**src/rtl/rst_seq_pkg.sv**
```systemverilog
// Shared types and constants for the reset sequencer.
package rst_seq_pkg;

  typedef enum logic [1:0] {
    ST_HOLD    = 2'd0,
    ST_RELEASE = 2'd1,
    ST_IDLE    = 2'd2
  } seq_state_e;

  localparam logic [1:0] CAUSE_POR = 2'b01;
  localparam logic [1:0] CAUSE_SW  = 2'b10;
  localparam logic [1:0] CAUSE_WDT = 2'b11;

  // Counter must reach max(hold, gap) - 1; never narrower than one bit.
  function automatic int cnt_width(input int hold_cycles, input int gap_cycles);
    int m;
    m = (hold_cycles > gap_cycles) ? hold_cycles : gap_cycles;
    return (m > 1) ? $clog2(m) : 1;
  endfunction

endpackage

```
**src/rtl/rst_sync_cell.sv**
```systemverilog
// Reset synchronizer: asserts asynchronously, deasserts after SYNC_STAGES clk edges.
module rst_sync_cell #(
  parameter int SYNC_STAGES = 2
) (
  input  logic clk,
  input  logic rst_n_async,
  output logic rst_n_sync
);

  logic [SYNC_STAGES-1:0] sync_q;
  logic [SYNC_STAGES-1:0] sync_d;

  always_comb begin
    sync_d = {sync_q[SYNC_STAGES-2:0], 1'b1};
  end

  always_ff @(posedge clk or negedge rst_n_async) begin
    if (!rst_n_async) begin
      sync_q <= '0;
    end else begin
      sync_q <= sync_d;
    end
  end

  assign rst_n_sync = sync_q[SYNC_STAGES-1];

endmodule

```
**src/rtl/rst_sequencer.sv**
```systemverilog
// Chip reset sequencer: holds all domain resets, then releases them in index order.
//   state      | meaning
//   ST_HOLD    | all domains in reset, counting the hold stretch
//   ST_RELEASE | releasing domains 1..N-1, one per gap
//   ST_IDLE    | all domains out of reset, waiting for sw edge or watchdog
module rst_sequencer
  import rst_seq_pkg::*;
#(
  parameter int NUM_DOMAINS = 3,
  parameter int HOLD_CYCLES = 16,
  parameter int GAP_CYCLES  = 4,
  parameter int SYNC_STAGES = 2
) (
  input  logic                   clk,
  input  logic                   rst_n_async,
  input  logic                   sw_rst_req,
  output logic                   sw_rst_ack,
  input  logic                   wdt_expire,
  output logic [NUM_DOMAINS-1:0] rst_n_out,
  output logic                   rst_busy,
  output logic [1:0]             rst_cause
);

  localparam int CNT_W = cnt_width(HOLD_CYCLES, GAP_CYCLES);
  localparam int IDX_W = (NUM_DOMAINS > 1) ? $clog2(NUM_DOMAINS) : 1;
  localparam logic [CNT_W-1:0] HOLD_LAST = CNT_W'(HOLD_CYCLES - 1);
  localparam logic [CNT_W-1:0] GAP_LAST  = CNT_W'(GAP_CYCLES - 1);
  localparam logic [IDX_W-1:0] IDX_LAST  = IDX_W'(NUM_DOMAINS - 1);

  logic rst_int_n;

  seq_state_e             state_q, state_d;
  logic [CNT_W-1:0]       cnt_q, cnt_d;
  logic [IDX_W-1:0]       idx_q, idx_d;
  logic [NUM_DOMAINS-1:0] rst_n_q, rst_n_d;
  logic                   busy_q, busy_d;
  logic                   ack_q, ack_d;
  logic [1:0]             cause_q, cause_d;
  logic                   pending_q, pending_d;
  logic                   sw_prev_q, sw_prev_d;
  logic                   sw_edge;
  logic                   go_idle;

  rst_sync_cell #(
    .SYNC_STAGES(SYNC_STAGES)
  ) u_rst_sync (
    .clk        (clk),
    .rst_n_async(rst_n_async),
    .rst_n_sync (rst_int_n)
  );

  assign sw_edge = sw_rst_req & ~sw_prev_q;

  always_comb begin
    state_d   = state_q;
    cnt_d     = cnt_q;
    idx_d     = idx_q;
    rst_n_d   = rst_n_q;
    busy_d    = busy_q;
    ack_d     = ack_q;
    cause_d   = cause_q;
    pending_d = pending_q;
    sw_prev_d = sw_rst_req;
    go_idle   = 1'b0;

    if (ack_q && !sw_rst_req) begin
      ack_d     = 1'b0;
      pending_d = 1'b0;
    end
    // A sw edge mid-sequence is remembered and acked at the end, never restarts.
    if (sw_edge) begin
      pending_d = 1'b1;
    end

    if (wdt_expire || (sw_edge && state_q == ST_IDLE)) begin
      state_d = ST_HOLD;
      cnt_d   = '0;
      idx_d   = '0;
      rst_n_d = '0;
      busy_d  = 1'b1;
      cause_d = wdt_expire ? CAUSE_WDT : CAUSE_SW;
    end else begin
      unique case (state_q)
        ST_HOLD: begin
          if (cnt_q == HOLD_LAST) begin
            rst_n_d[0] = 1'b1;
            cnt_d      = '0;
            if (NUM_DOMAINS == 1) begin
              go_idle = 1'b1;
            end else begin
              state_d = ST_RELEASE;
              idx_d   = IDX_W'(1);
            end
          end else begin
            cnt_d = cnt_q + CNT_W'(1);
          end
        end
        ST_RELEASE: begin
          if (cnt_q == GAP_LAST) begin
            for (int k = 0; k < NUM_DOMAINS; k++) begin
              if (idx_q == IDX_W'(k)) begin
                rst_n_d[k] = 1'b1;
              end
            end
            cnt_d = '0;
            idx_d = idx_q + IDX_W'(1);
            if (idx_q == IDX_LAST) begin
              go_idle = 1'b1;
            end
          end else begin
            cnt_d = cnt_q + CNT_W'(1);
          end
        end
        default: begin
        end
      endcase
    end

    if (go_idle) begin
      state_d = ST_IDLE;
      busy_d  = 1'b0;
      if (pending_d) begin
        ack_d = 1'b1;
      end
    end
  end

  // sw_prev resets high so a request already asserted at reset is not an edge.
  always_ff @(posedge clk or negedge rst_int_n) begin
    if (!rst_int_n) begin
      state_q   <= ST_HOLD;
      cnt_q     <= '0;
      idx_q     <= '0;
      rst_n_q   <= '0;
      busy_q    <= 1'b1;
      ack_q     <= 1'b0;
      cause_q   <= CAUSE_POR;
      pending_q <= 1'b0;
      sw_prev_q <= 1'b1;
    end else begin
      state_q   <= state_d;
      cnt_q     <= cnt_d;
      idx_q     <= idx_d;
      rst_n_q   <= rst_n_d;
      busy_q    <= busy_d;
      ack_q     <= ack_d;
      cause_q   <= cause_d;
      pending_q <= pending_d;
      sw_prev_q <= sw_prev_d;
    end
  end

  assign rst_n_out  = rst_n_q;
  assign rst_busy   = busy_q;
  assign sw_rst_ack = ack_q;
  assign rst_cause  = cause_q;

endmodule

```
**config.mk**
```make
export PLATFORM = sky130hd
export DESIGN_NAME = rst_sequencer
export DESIGN_NICKNAME = d
export VERILOG_FILES = /design/src/rtl/rst_seq_pkg.sv /design/src/rtl/rst_sync_cell.sv /design/src/rtl/rst_sequencer.sv
export SDC_FILE = /design/constraint.sdc
export NUM_CORES = 1
export LEC_CHECK = 0
export CORE_AREA = 2 2 44 46
export CTS_CLUSTER_DIAMETER = 60
export DETAILED_ROUTE_END_ITERATION = 8
export DIE_AREA = 0 0 46 48
export PLACE_DENSITY = 0.78
export REMOVE_ABC_BUFFERS = 1
export SYNTH_ARGS = -nofsm -noshare
export SYNTH_HDL_FRONTEND = slang
export SYNTH_SLANG_ARGS = --single-unit
```
**constraint.sdc**
```tcl
create_clock -name clk -period 1.4 [get_ports clk]
set_input_delay 0.14 -clock clk [delete_from_list [all_inputs] [get_ports clk]]
set_output_delay 0.14 -clock clk [all_outputs]
set_load 0.005 [all_outputs]
```
==> flow_metrics.env, run 1 <==
export IMPL_outcome="finished, final reports clean"
export IMPL_post_route_period_util_pct=94.24
export IMPL_finalCoreUtilization_pct=66.96
export IMPL_crit_required_ps=1260
export IMPL_vias=667
export IMPL_grtUsageMet2_pct=33.06
export IMPL_fmax_ghz=0.7580
export IMPL_combPwrFrac_pct=7.8
export IMPL_place_area_um2=1086
export IMPL_die_width_um=46
export IMPL_post_dp_hpwl_mm=1.325
export IMPL_synth_edf_count=0
export IMPL_skew_ps=3.710
export IMPL_synth_flop_cell="dfrtp_1"
export IMPL_use_met3_pct=6.038
export IMPL_critical_path_top_delay_family="buffers and inverters"
export IMPL_routed_wl_mm=1.777
export IMPL_hold_slack_ps=102.3
export IMPL_pre_cts_ws_ps=98.42
export IMPL_gp_congestion=0.7825
export IMPL_hold_viol=0
export IMPL_avgRoutedWirePerCell_um=15.19
export IMPL_grt_setup_unrepaired="no"
export IMPL_numCtsBuffers=3
export IMPL_worstPathMaxFanout=3
export IMPL_fp_dieArea_um2=2208
export IMPL_io_buffers=10
export IMPL_syn_avg_cell_area_um2=11.63
export IMPL_path_class="reg2out"
export IMPL_antenna_found_initial=0
export IMPL_vias_per_cell=5.701
export IMPL_pwr_share_clk_pct=29.9
export IMPL_async_flop_share_pct=100.0
export IMPL_cts_root_buf="clkbuf_4"
export IMPL_setup_viol=0
export IMPL_drive_above_1_share_pct=26.00
export IMPL_clock_sinks=19
export IMPL_grt_max_degree=14
export IMPL_num_nets_final=109
export IMPL_fillers=134
export IMPL_start_util_pct=56.44
export IMPL_power_switching_mw=0.2183
export IMPL_num_io_pins=11
export IMPL_grt_remaining_overflow=0
export IMPL_dpl_cell_count=111
export IMPL_finalSetupTns_ps=0
export IMPL_yosysSeqAreaShare_pct=50.26
export IMPL_synth_warnings=0
export IMPL_fin_crit_ps=1319
export IMPL_grt_usage_pct=20.16
export IMPL_worst_slack_ps=80.66
export IMPL_first_pass_iters=4
export IMPL_cp_num_buf_inv=1
export IMPL_crit_path_cell_trace="clkdlybuf4s50_1"
export IMPL_use_met1_pct=23.53
export IMPL_cts_htree_levels=1
export IMPL_final_cell_area_um2=1131
export IMPL_drv_slew=0
export IMPL_drt_first_iter_violations=17
export IMPL_ys_types=37
export IMPL_ys_seq_elements=19
export IMPL_drc=0
export IMPL_grt_pass1_wl_mm=2.987
export IMPL_max_cap_viol_count=0
export IMPL_fin_cells=117
export IMPL_diodes=0
export IMPL_hold_class="reg2async"
export IMPL_coreArea_um2=1689
export IMPL_internal_power_mw=0.7054
export IMPL_clock_latency_ps=300
export IMPL_ctsLongestPathBuffers=2
export IMPL_swShare_pct=23.63
export IMPL_start_kind="flop"
export IMPL_p_per_area_nw_per_um2=816.6
export IMPL_p_total_mw=0.9237
export IMPL_seq_power_share_pct=62.3
export IMPL_synthToLayoutAreaGrowth_pct=18.63
export IMPL_synth_area_um2=953.4
export IMPL_grt_busiest_layer="met2"
export IMPL_ant_nets=0
export IMPL_worst_path_largest_cell_delay_ps=510
export IMPL_tritoncts="yes"
export IMPL_critPathSlowestCell="clkdlybuf4s50_1"
export IMPL_arrival_ps=1180
export IMPL_endpoint_kind="output pin"
export IMPL_p_leak_nw=0.4492
export IMPL_fp_dieH_um=48
export IMPL_syn_inst=82
export IMPL_rows=15
export IMPL_ir_drop_mv=0.6486
export IMPL_grt_pass1_vias=712
export IMPL_path_clk_slew_ps=100
==> placed cells by master (no fill, tap or decap), types with 2 or more instances in the layout <==
master and count:
clkbuf_4 3, buf_4 5, mux2i_1 2, dlygate4sd2_1 2
clkdlybuf4s50_1 8, nand2b_1 2, dfstp_2 3, inv_1 9
dfrtp_1 15, o21ai_0 2, ha_1 3, a21oi_1 5
nor2b_1 2, a31oi_1 2, nand2_1 6, nor2_1 4
==> routing by layer <==
metal | part of all wire [%] | routed length (um) | up-vias
met5 | 0 | 0 | -
met4 | 2.3 | 41 | 0
met3 | 2.8 | 50 | 5
met2 | 52 | 932 | 11
met1 | 42 | 753 | 332
li1 | - | - | 319
==> repair_timing <==
item	CTS	global route
hold buffers	1	0
buffers inserted	0	1
endpoints found under the hold margin	2	0
gates resized for setup	2	2
endpoints found under the setup margin	2	2
pin swaps	0	0
==> flip-flops by register name, summed over array words and instances (netlist names) <==
register,cells
cnt_q,4
idx_q,2
pending_q,1
rst_busy,1
rst_cause,2
rst_n_out,3
state_q,2
sw_prev_q,1
sw_rst_ack,1
u_rst_sync.sync_q,2
==> synth_stat cells (all sizes together), types with 2 or more instances <==
cell / count / share of area, %
ha: 4 / 5.2
a31oi: 2 / 1.3
nor2: 4 / 1.6
mux2i: 2 / 2.1
a21oi: 5 / 2.6
nor2b: 3 / 2.8
nand2b: 2 / 1.3
dfstp: 3 / 8.3
nor3b: 2 / 2.8
buf: 2 / 2.0
o21ai: 3 / 2.0
nand4: 2 / 2.9
dfrtp: 16 / 42
inv: 9 / 3.5
nand2: 7 / 3.5
==> kinds of logic after synthesis <==
logic type | after synthesis | share of synthesized area [%]
compound gates | 19 | 15.22
fa+ha+maj | 4 | 5.250
buf+inv | 11 | 5.512
flops | 19 | 50.26
mux | 2 | 2.100
other cells | 1 | 0.3933
simple gates | 26 | 21.26
==> worst paths after layout <==
| check | from | endpoint | slack [ps] | cells past startpoint |
|---|---|---|---|---|
| max | sw_rst_ack | sw_rst_ack | 80 | 1 |
| min | u_rst_sync.sync_q[1] | cnt_q[1] | 100 | 0 |
| max reg2reg | cnt_q[1] | rst_n_out[0] | 90 | 4 |
| min reg2reg | u_rst_sync.sync_q[1] | cnt_q[1] | 100 | 0 |
| max in group asynchronous | rst_n_async | u_rst_sync.sync_q[1] | 760 | 2 |
| min in group clk | u_rst_sync.sync_q[0] | u_rst_sync.sync_q[1] | 370 | 0 |
==> power groups by stage <==
stage | sequential [mW] | combinational, mW | clock (mW)
4_1_cts | 0.575 | 0.0724 | 0.280
6_report | 0.575 | 0.0724 | 0.276
3_3_place_gp | 0.584 | 0.0675 | 0
2_1_floorplan | 0.588 | 0.0333 | 0
5_1_grt | 0.578 | 0.0808 | 0.320
3_5_place_dp | 0.585 | 0.0696 | 0
==> layout make-up <==
cell class / count / area, um2 / share of cell area, %
sequential: 19 / 480.5 / 42.48
clock buffer: 4 / 26.28 / 2.323
multi-input combinational: 52 / 424.2 / 37.50
tap: 17 / 21.27 / 1.881
inverter: 9 / 33.78 / 2.987
timing repair buffer: 16 / 145.1 / 12.83
(Power assumes the default switching activity.)
==> run 2: changes to the inputs <==
--- a/config.mk
+++ b/config.mk
@@ -9,6 +9,7 @@
 export CTS_CLUSTER_DIAMETER = 60
 export DETAILED_ROUTE_END_ITERATION = 8
 export DIE_AREA = 0 0 46 48
+export GPL_ROUTABILITY_DRIVEN = 0
 export PLACE_DENSITY = 0.78
 export REMOVE_ABC_BUFFERS = 1
 export SYNTH_ARGS = -nofsm -noshare
==> results of run 2 <==
No change in the layout: final DEF, timing and power equal those of run 1.
==> edit 1, RTL diff (settings of run 2) <==
`HOLD_CYCLES`: 16 -> 15.
--- a/src/rtl/rst_sequencer.sv
+++ b/src/rtl/rst_sequencer.sv
@@ -7,7 +7,7 @@
   import rst_seq_pkg::*;
 #(
   parameter int NUM_DOMAINS = 3,
-  parameter int HOLD_CYCLES = 16,
+  parameter int HOLD_CYCLES = 15,
   parameter int GAP_CYCLES  = 4,
   parameter int SYNC_STAGES = 2
 ) (
Function: same outputs for any inputs over 10 cycles, from zero or initial values and one cycle with rst_n_async low; that may be too few to reach the edited logic, so the function may still have changed.
==> edit 1 against run 2 <==
  * Total power is 1.3% higher
  * Sequential cell count stayed put
  * Routed wire length rose by 8.2%
  * Setup slack worse by 0.066 ns
  * Cell area is 6.9% higher
  * Register-to-register slack worse by 0.08 ns
  * Synthesized area down 0.66%
  * Largest power group unchanged
==> edit 1: results (changes against run 2) <==
Outcome
  – Status: completed (unchanged)

Critical path
  – Worst r2r src: cnt_q[1] (unchanged)
  – Slowest cell on the critical path: dfrtp_1 (was clkdlybuf4s50_1)
  – Max incr delay on CP: 0.42 ns (was 0.51 ns)
  – Crit path max fanout: 5 (was 3)
  – Reg2Reg Setup Slack: 0.01 ns (was 0.09 ns)
  – Reg2Reg Depth: 4 (unchanged)
  – Terminus of the critical flop-to-flop path: state_q[0] (was rst_n_out[0])
  – Critical Path AT: 1.58 ns (was 1.18 ns)

Cells and area
  – Non-filler cells, final: 126 (was 117)
  – Nets: 119 (was 109)
  – Ant. Diodes: 0 (unchanged)
  – Number of fillers in the final layout: 114 (was 134)
  – Layout cell share with drive strength beyond 1: 0.257 (was 0.260)
  – Most flops, register: cnt_q (unchanged)
  – Max FFs per register: 4 (unchanged)

Global route
  – Total track usage: 0.209 (was 0.202)
  – Initial antenna violation count: 0 (unchanged)
  – Largest net degree at the start of global routing: 12 (was 14)
  – Vias in the first global route: 718 (was 712)
  – First-pass GRT wire length: 3150 microns (was 2990 microns)

Synthesis
  – Synth cell types: 34 (was 37)
  – Syn. warnings: 0 (unchanged)
  – Top cells by area, synth: dfrtp_1 42%, dfstp_2 8.3%, ha_1 6.6%, nand3b_1 4.0%, nand4b_1 2.8% (was dfrtp_1 42%, dfstp_2 8.3%, ha_1 5.2%, inv_1 3.5%, nand4bb_4 2.9%)
  – Fraction of registers with async set or reset after synthesis: 1.00 (unchanged)
  – Predominant post-synthesis flop cell: dfrtp_1 (unchanged)
  – Post-Synthesis Cells: 84 (was 82)
  – Most instantiated cells after synthesis: 16 x dfrtp_1, 6 x inv_1, 5 x a21oi_1, 5 x ha_1, 5 x nand3b_1 (was 16 x dfrtp_1, 9 x inv_1, 6 x nand2_1)
  – Sequential share of the synthesized area: 0.506 (was 0.503)

Placed design
  – Post-DP Area: 1110 sq um (was 1090 sq um)
  – Final HPWL from detailed placement: 1360 microns (was 1330 microns)
  – Worst slack at placement: 0.0170 ns (was 0.0984 ns)
  – Port Buffers: 10 (unchanged)

Worst hold path
  – HP Class: flip-flop to asynchronous set/reset pin (unchanged)

Clock network
  – Worst-Skew Late Latency: 0.30 ns (about the same)
  – CTS clk-pin slew, worst paths: about 0.11 ns
  – CTS root buf: clkbuf_4 (unchanged)
  – CTS Buf Count: 3 (unchanged)
  – H-tree levels: 1 (unchanged)
  – Clock buffer depth: 2 (unchanged)

Route
  – DRT iter0 DRCs: 20 (was 17)
  – Drt first pass iters: 4 (unchanged)
  – Detailed Route WL: 1920 microns (was 1780 microns)
  – Via-to-Cell Ratio: 5.77 (was 5.70)

STA
  – Final Hold Fails: 0 (unchanged)
  – Hold_ws: 0.156 ns (was 0.102 ns)
  – Period utilization: 0.990 (was 0.942)
  – Final Skew: 0.00753 ns (was 0.00371 ns)

Pwr
  – Leak pwr: 0.493 nW (was 0.449 nW)
  – Worst IR drop on VDD: 677 uV (was 649 uV)

Job
  – Max_cap viols: 0 (unchanged)
edit 1: cell types whose count changed in the layout (fill, tap and decap cells not counted), sizes merged, moves of 2 or more:
cell / delta
o22ai: +3
or3: +2
nand3: +2
nor3b: -2
nand4: -2
nor2: -3
buf: +8
nand2: -3
inv: -3
nand3b: +5
nand4b: +3
edit 1: repair_timing:
action                                  4_1_cts  5_1_grt
gates resized for setup                       2        5
endpoints found under the setup margin        2       11
endpoints found under the hold margin         2        0
hold buffers                                  1        0
setup buffers                                 0        5
pin swaps                                     0        3
edit 1: critical path, delay by kind of cell, from the launching register on:
family	cells	cell delay [ns]
adders and majority gates	1	0.22
and+or+nand+nor	3	0.63
DFF	1	0.42
edit 1: cells by family (layout without fill, tap and decap cells):
family	Yosys count	count (layout)	share of synthesized area
adders and majority gates	5	5	0.0661
AOI/OAI and AO/OA	19	19	0.131
DFF	19	19	0.506
muxes	1	1	0.0106
and+or+nand+nor	30	30	0.243
other	1	1	0.00396
buffers and inverters	9	34	0.0396
edit 1: how the worst max path moves through the flow:
stage | depth (start not counted) | to | start
floorplan | 4 | idx_q[1] | cnt_q[0]
global placement | 3 | cnt_q[3] | wdt_expire
detailed placement | 3 | cnt_q[3] | wdt_expire
CTS | 4 | sw_rst_ack | cnt_q[0]
global route | 4 | state_q[0] | cnt_q[1]
finish | 4 | state_q[0] | cnt_q[1]
edit 1: cell type report:
type	instances	area (sq um)	share of cell area
Sequential cell	19	479	0.396
Multi-Input combinational cell	56	453	0.375
Timing Repair Buffer	24	205	0.170
Clock buffer	3	22.5	0.0186
Inverter	6	22.5	0.0186
Tap cell	17	21.3	0.0176
Clock inverter	1	5.00	0.00414
edit 1: power breakdown:
part / switching (mW) / leakage [nW] / total, mW / internal, mW
logic: 0.0330 / 0.238 / 0.0794 / 0.0464
registers: 0.0158 / 0.238 / 0.577 / 0.561
clock network: 0.173 / 0.0177 / 0.279 / 0.107
total: 0.221 / 0.493 / 0.936 / 0.714
edit 1: per-layer routing:
| metal | vias up | routed length, microns | global-route usage |
|---|---|---|---|
| met2 | 16 | 947 | 0.319 |
| met4 | 0 | 32 | 0.0857 |
| met1 | 356 | 878 | 0.288 |
| li1 | 350 | - | - |
| met3 | 5 | 64 | 0.0453 |
| met5 | - | 0 | 0 |
==> edit 2, RTL diff (flow settings as in run 2) <==
Without the edit above. Re-encode `seq_state_e` (3 states) as one-hot, 3 bits wide.
--- a/src/rtl/rst_seq_pkg.sv
+++ b/src/rtl/rst_seq_pkg.sv
@@ -1,10 +1,10 @@
 // Shared types and constants for the reset sequencer.
 package rst_seq_pkg;
 
-  typedef enum logic [1:0] {
-    ST_HOLD    = 2'd0,
-    ST_RELEASE = 2'd1,
-    ST_IDLE    = 2'd2
+  typedef enum logic [2:0] {
+    ST_HOLD    = 3'b001,
+    ST_RELEASE = 3'b010,
+    ST_IDLE    = 3'b100
   } seq_state_e;
 
   localparam logic [1:0] CAUSE_POR = 2'b01;
Function: no difference found for any inputs over 10 cycles, from zero or initial values and one cycle with rst_n_async low; not proved beyond that.
==> edit 2 against run 2 <==
  * The run now ends with negative setup slack left
  * Routed wire length is 29% higher
  * Sequential power grew 4.7%
  * Cell area is 26% higher
  * Total power rose by 28%
  * Final cell count grew 17%
  * First-iteration DRC count is 82% higher
  * Sequential cell count grew 1
  * Setup slack got worse by 0.29 ns
  * Synthesized area is 3.4% higher
==> edit 2: results (changes against run 2) <==
Placed design
  – Port Buffers: 10 (unchanged)
  – Final HPWL from detailed placement: 1310 microns (was 1330 microns)
  – Post-DP Area: 1200 sq um (was 1090 sq um)

Clock network
  – Clock buffer depth: 2 (unchanged)
  – H-tree levels: 1 (unchanged)
  – CTS clk-pin slew, worst paths: 0.12 ns (was 0.10 ns)
  – CTS Buf Count: 3 (unchanged)
  – CTS root buf: clkbuf_4 (unchanged)
  – Worst-Skew Late Latency: 0.30 ns (about the same)

Global route
  – Largest net degree at the start of global routing: 16 (was 14)
  – Global Route met2 Usage: 0.350 (was 0.331)
  – Total track usage: 0.204 (was 0.202)
  – Met3 Use GR: 0.0264 (was 0.0604)
  – Initial antenna violation count: 0 (unchanged)
  – First-pass GRT wire length: 3100 microns (was 2990 microns)
  – GR Util met1: 0.249 (was 0.235)
  – Vias in the first global route: 727 (was 712)

Synthesis
  – Most instantiated cells after synthesis: 16 x dfrtp_1, 9 x nor2_1, 8 x a21oi_1 (was 16 x dfrtp_1, 9 x inv_1, 6 x nand2_1)
  – Top cells by area, synth: dfrtp_1 41%, dfstp_2 11%, ha_1 5.1%, a21oi_1 4.1%, nor2_1 3.4% (was dfrtp_1 42%, dfstp_2 8.3%, ha_1 5.2%, inv_1 3.5%, nand4bb_4 2.9%)
  – Fraction of registers with async set or reset after synthesis: 1.00 (unchanged)
  – Synth cell types: 40 (was 37)
  – Predominant post-synthesis flop cell: dfrtp_1 (unchanged)
  – Sequential share of the synthesized area: 0.513 (was 0.503)
  – Syn. warnings: 0 (unchanged)

Pwr
  – Leak pwr: 0.636 nW (was 0.449 nW)
  – Worst IR drop on VDD: 680 uV (was 649 uV)

Critical path
  – Critical Path AT: 1.85 ns (was 1.18 ns)
  – Reg2Reg Depth: 5 (was 4)
  – Crit path max fanout: 3 (unchanged)

Cells and area
  – Nets: 129 (was 109)
  – Most flops, register: cnt_q (unchanged)
  – Max FFs per register: 4 (unchanged)
  – Layout cell share with drive strength beyond 1: 0.450 (was 0.260)
  – Number of fillers in the final layout: 82 (was 134)
  – Ant. Diodes: 0 (unchanged)

Route
  – DRT iter0 DRCs: 31 (was 17)
  – Via-to-Cell Ratio: 5.80 (was 5.70)
  – Drt first pass iters: 5 (was 4)
  – Detailed Route WL: 2300 microns (was 1780 microns)

Worst hold path
  – HP Class: flip-flop to asynchronous set/reset pin (unchanged)

STA
  – Worst setup margin: -0.209 ns (was 0.0807 ns)
  – Final Skew: 0.00262 ns (was 0.00371 ns)
  – Setup Viol. Count Final: 13 (was 0)

Outcome
  – Failing checks: negative setup slack
  – Status: finished with violations (was completed)
edit 2: path summary, 6_finish.rpt:
kind                                 startpoint                    to  slack [ns]
setup / recovery                       cnt_q[1]              cnt_q[3]       -0.21
hold / removal             u_rst_sync.sync_q[1]             pending_q        0.13
setup reg to reg                       cnt_q[1]              cnt_q[3]       -0.21
hold reg to reg            u_rst_sync.sync_q[1]             pending_q        0.13
max in group asynchronous  u_rst_sync.sync_q[1]            state_q[0]        0.73
min in group clk           u_rst_sync.sync_q[0]  u_rst_sync.sync_q[1]        0.36
edit 2: area by class of cell:
type | instances | area share
Inverter | 4 | 0.0105
Timing Repair Buffer | 32 | 0.212
Clock inverter | 1 | 0.0210
Multi-Input combinational cell | 60 | 0.372
Tap cell | 17 | 0.0149
Sequential cell | 20 | 0.354
Clock buffer | 3 | 0.0158
edit 2: through the flow:
step / total power, mW / TNS [ns] / utilization / std cells / setup slack (ns)
finish: 1.18 / -1.23 / 0.846 / 137 / -0.209
detailed placement: 0.692 / -0.926 / 0.713 / 126 / -0.128
global placement: 0.690 / -0.680 / 0.713 / 126 / -0.103
CTS: 1.17 / -0.696 / 0.775 / 133 / -0.143
floorplan: 0.643 / -0.599 / - / 84 / -0.113
global route: 1.21 / -1.70 / 0.846 / 137 / -0.263
edit 2: cells by family (layout without fill, tap and decap cells):
family	after synthesis	in the layout	share of synthesized area
flops	20	20	0.513
xor+xnor	1	1	0.00888
fa+ha+maj	4	4	0.0508
simple gates	31	31	0.211
buf+inv	8	40	0.0431
other cells	1	1	0.00380
mux	1	1	0.0102
compound gates	22	22	0.160
edit 2: timing repair:
item | CTS | global route
hold buffers | 1 | 0
buffers inserted | 2 | 3
pin swaps | 4 | 4
setup endpoints to repair | 16 | 16
endpoints found under the hold margin | 2 | 0
gates cloned | 0 | 1
gates resized for setup | 10 | 16
edit 2: layer usage:
layer	part of all wire	wire length (microns)
met1	0.44	1010
met2	0.52	1190
met3	0.027	61
met4	0.017	40
met5	0	0
edit 2: report_power, final:
group | internal (mW) | switching (mW)
Clock | 0.289 | 0.183
Sequential | 0.591 | 0.0110
Combinational | 0.0577 | 0.0473
edit 2: worst max-delay path: stages, from the launching register on:
cell	delay [ns]
dfrtp_1	0.41
ha_2	0.21
a31oi_2	0.21
a22oi_2	0.09
or4_4	0.50
a21oi_2	0.12
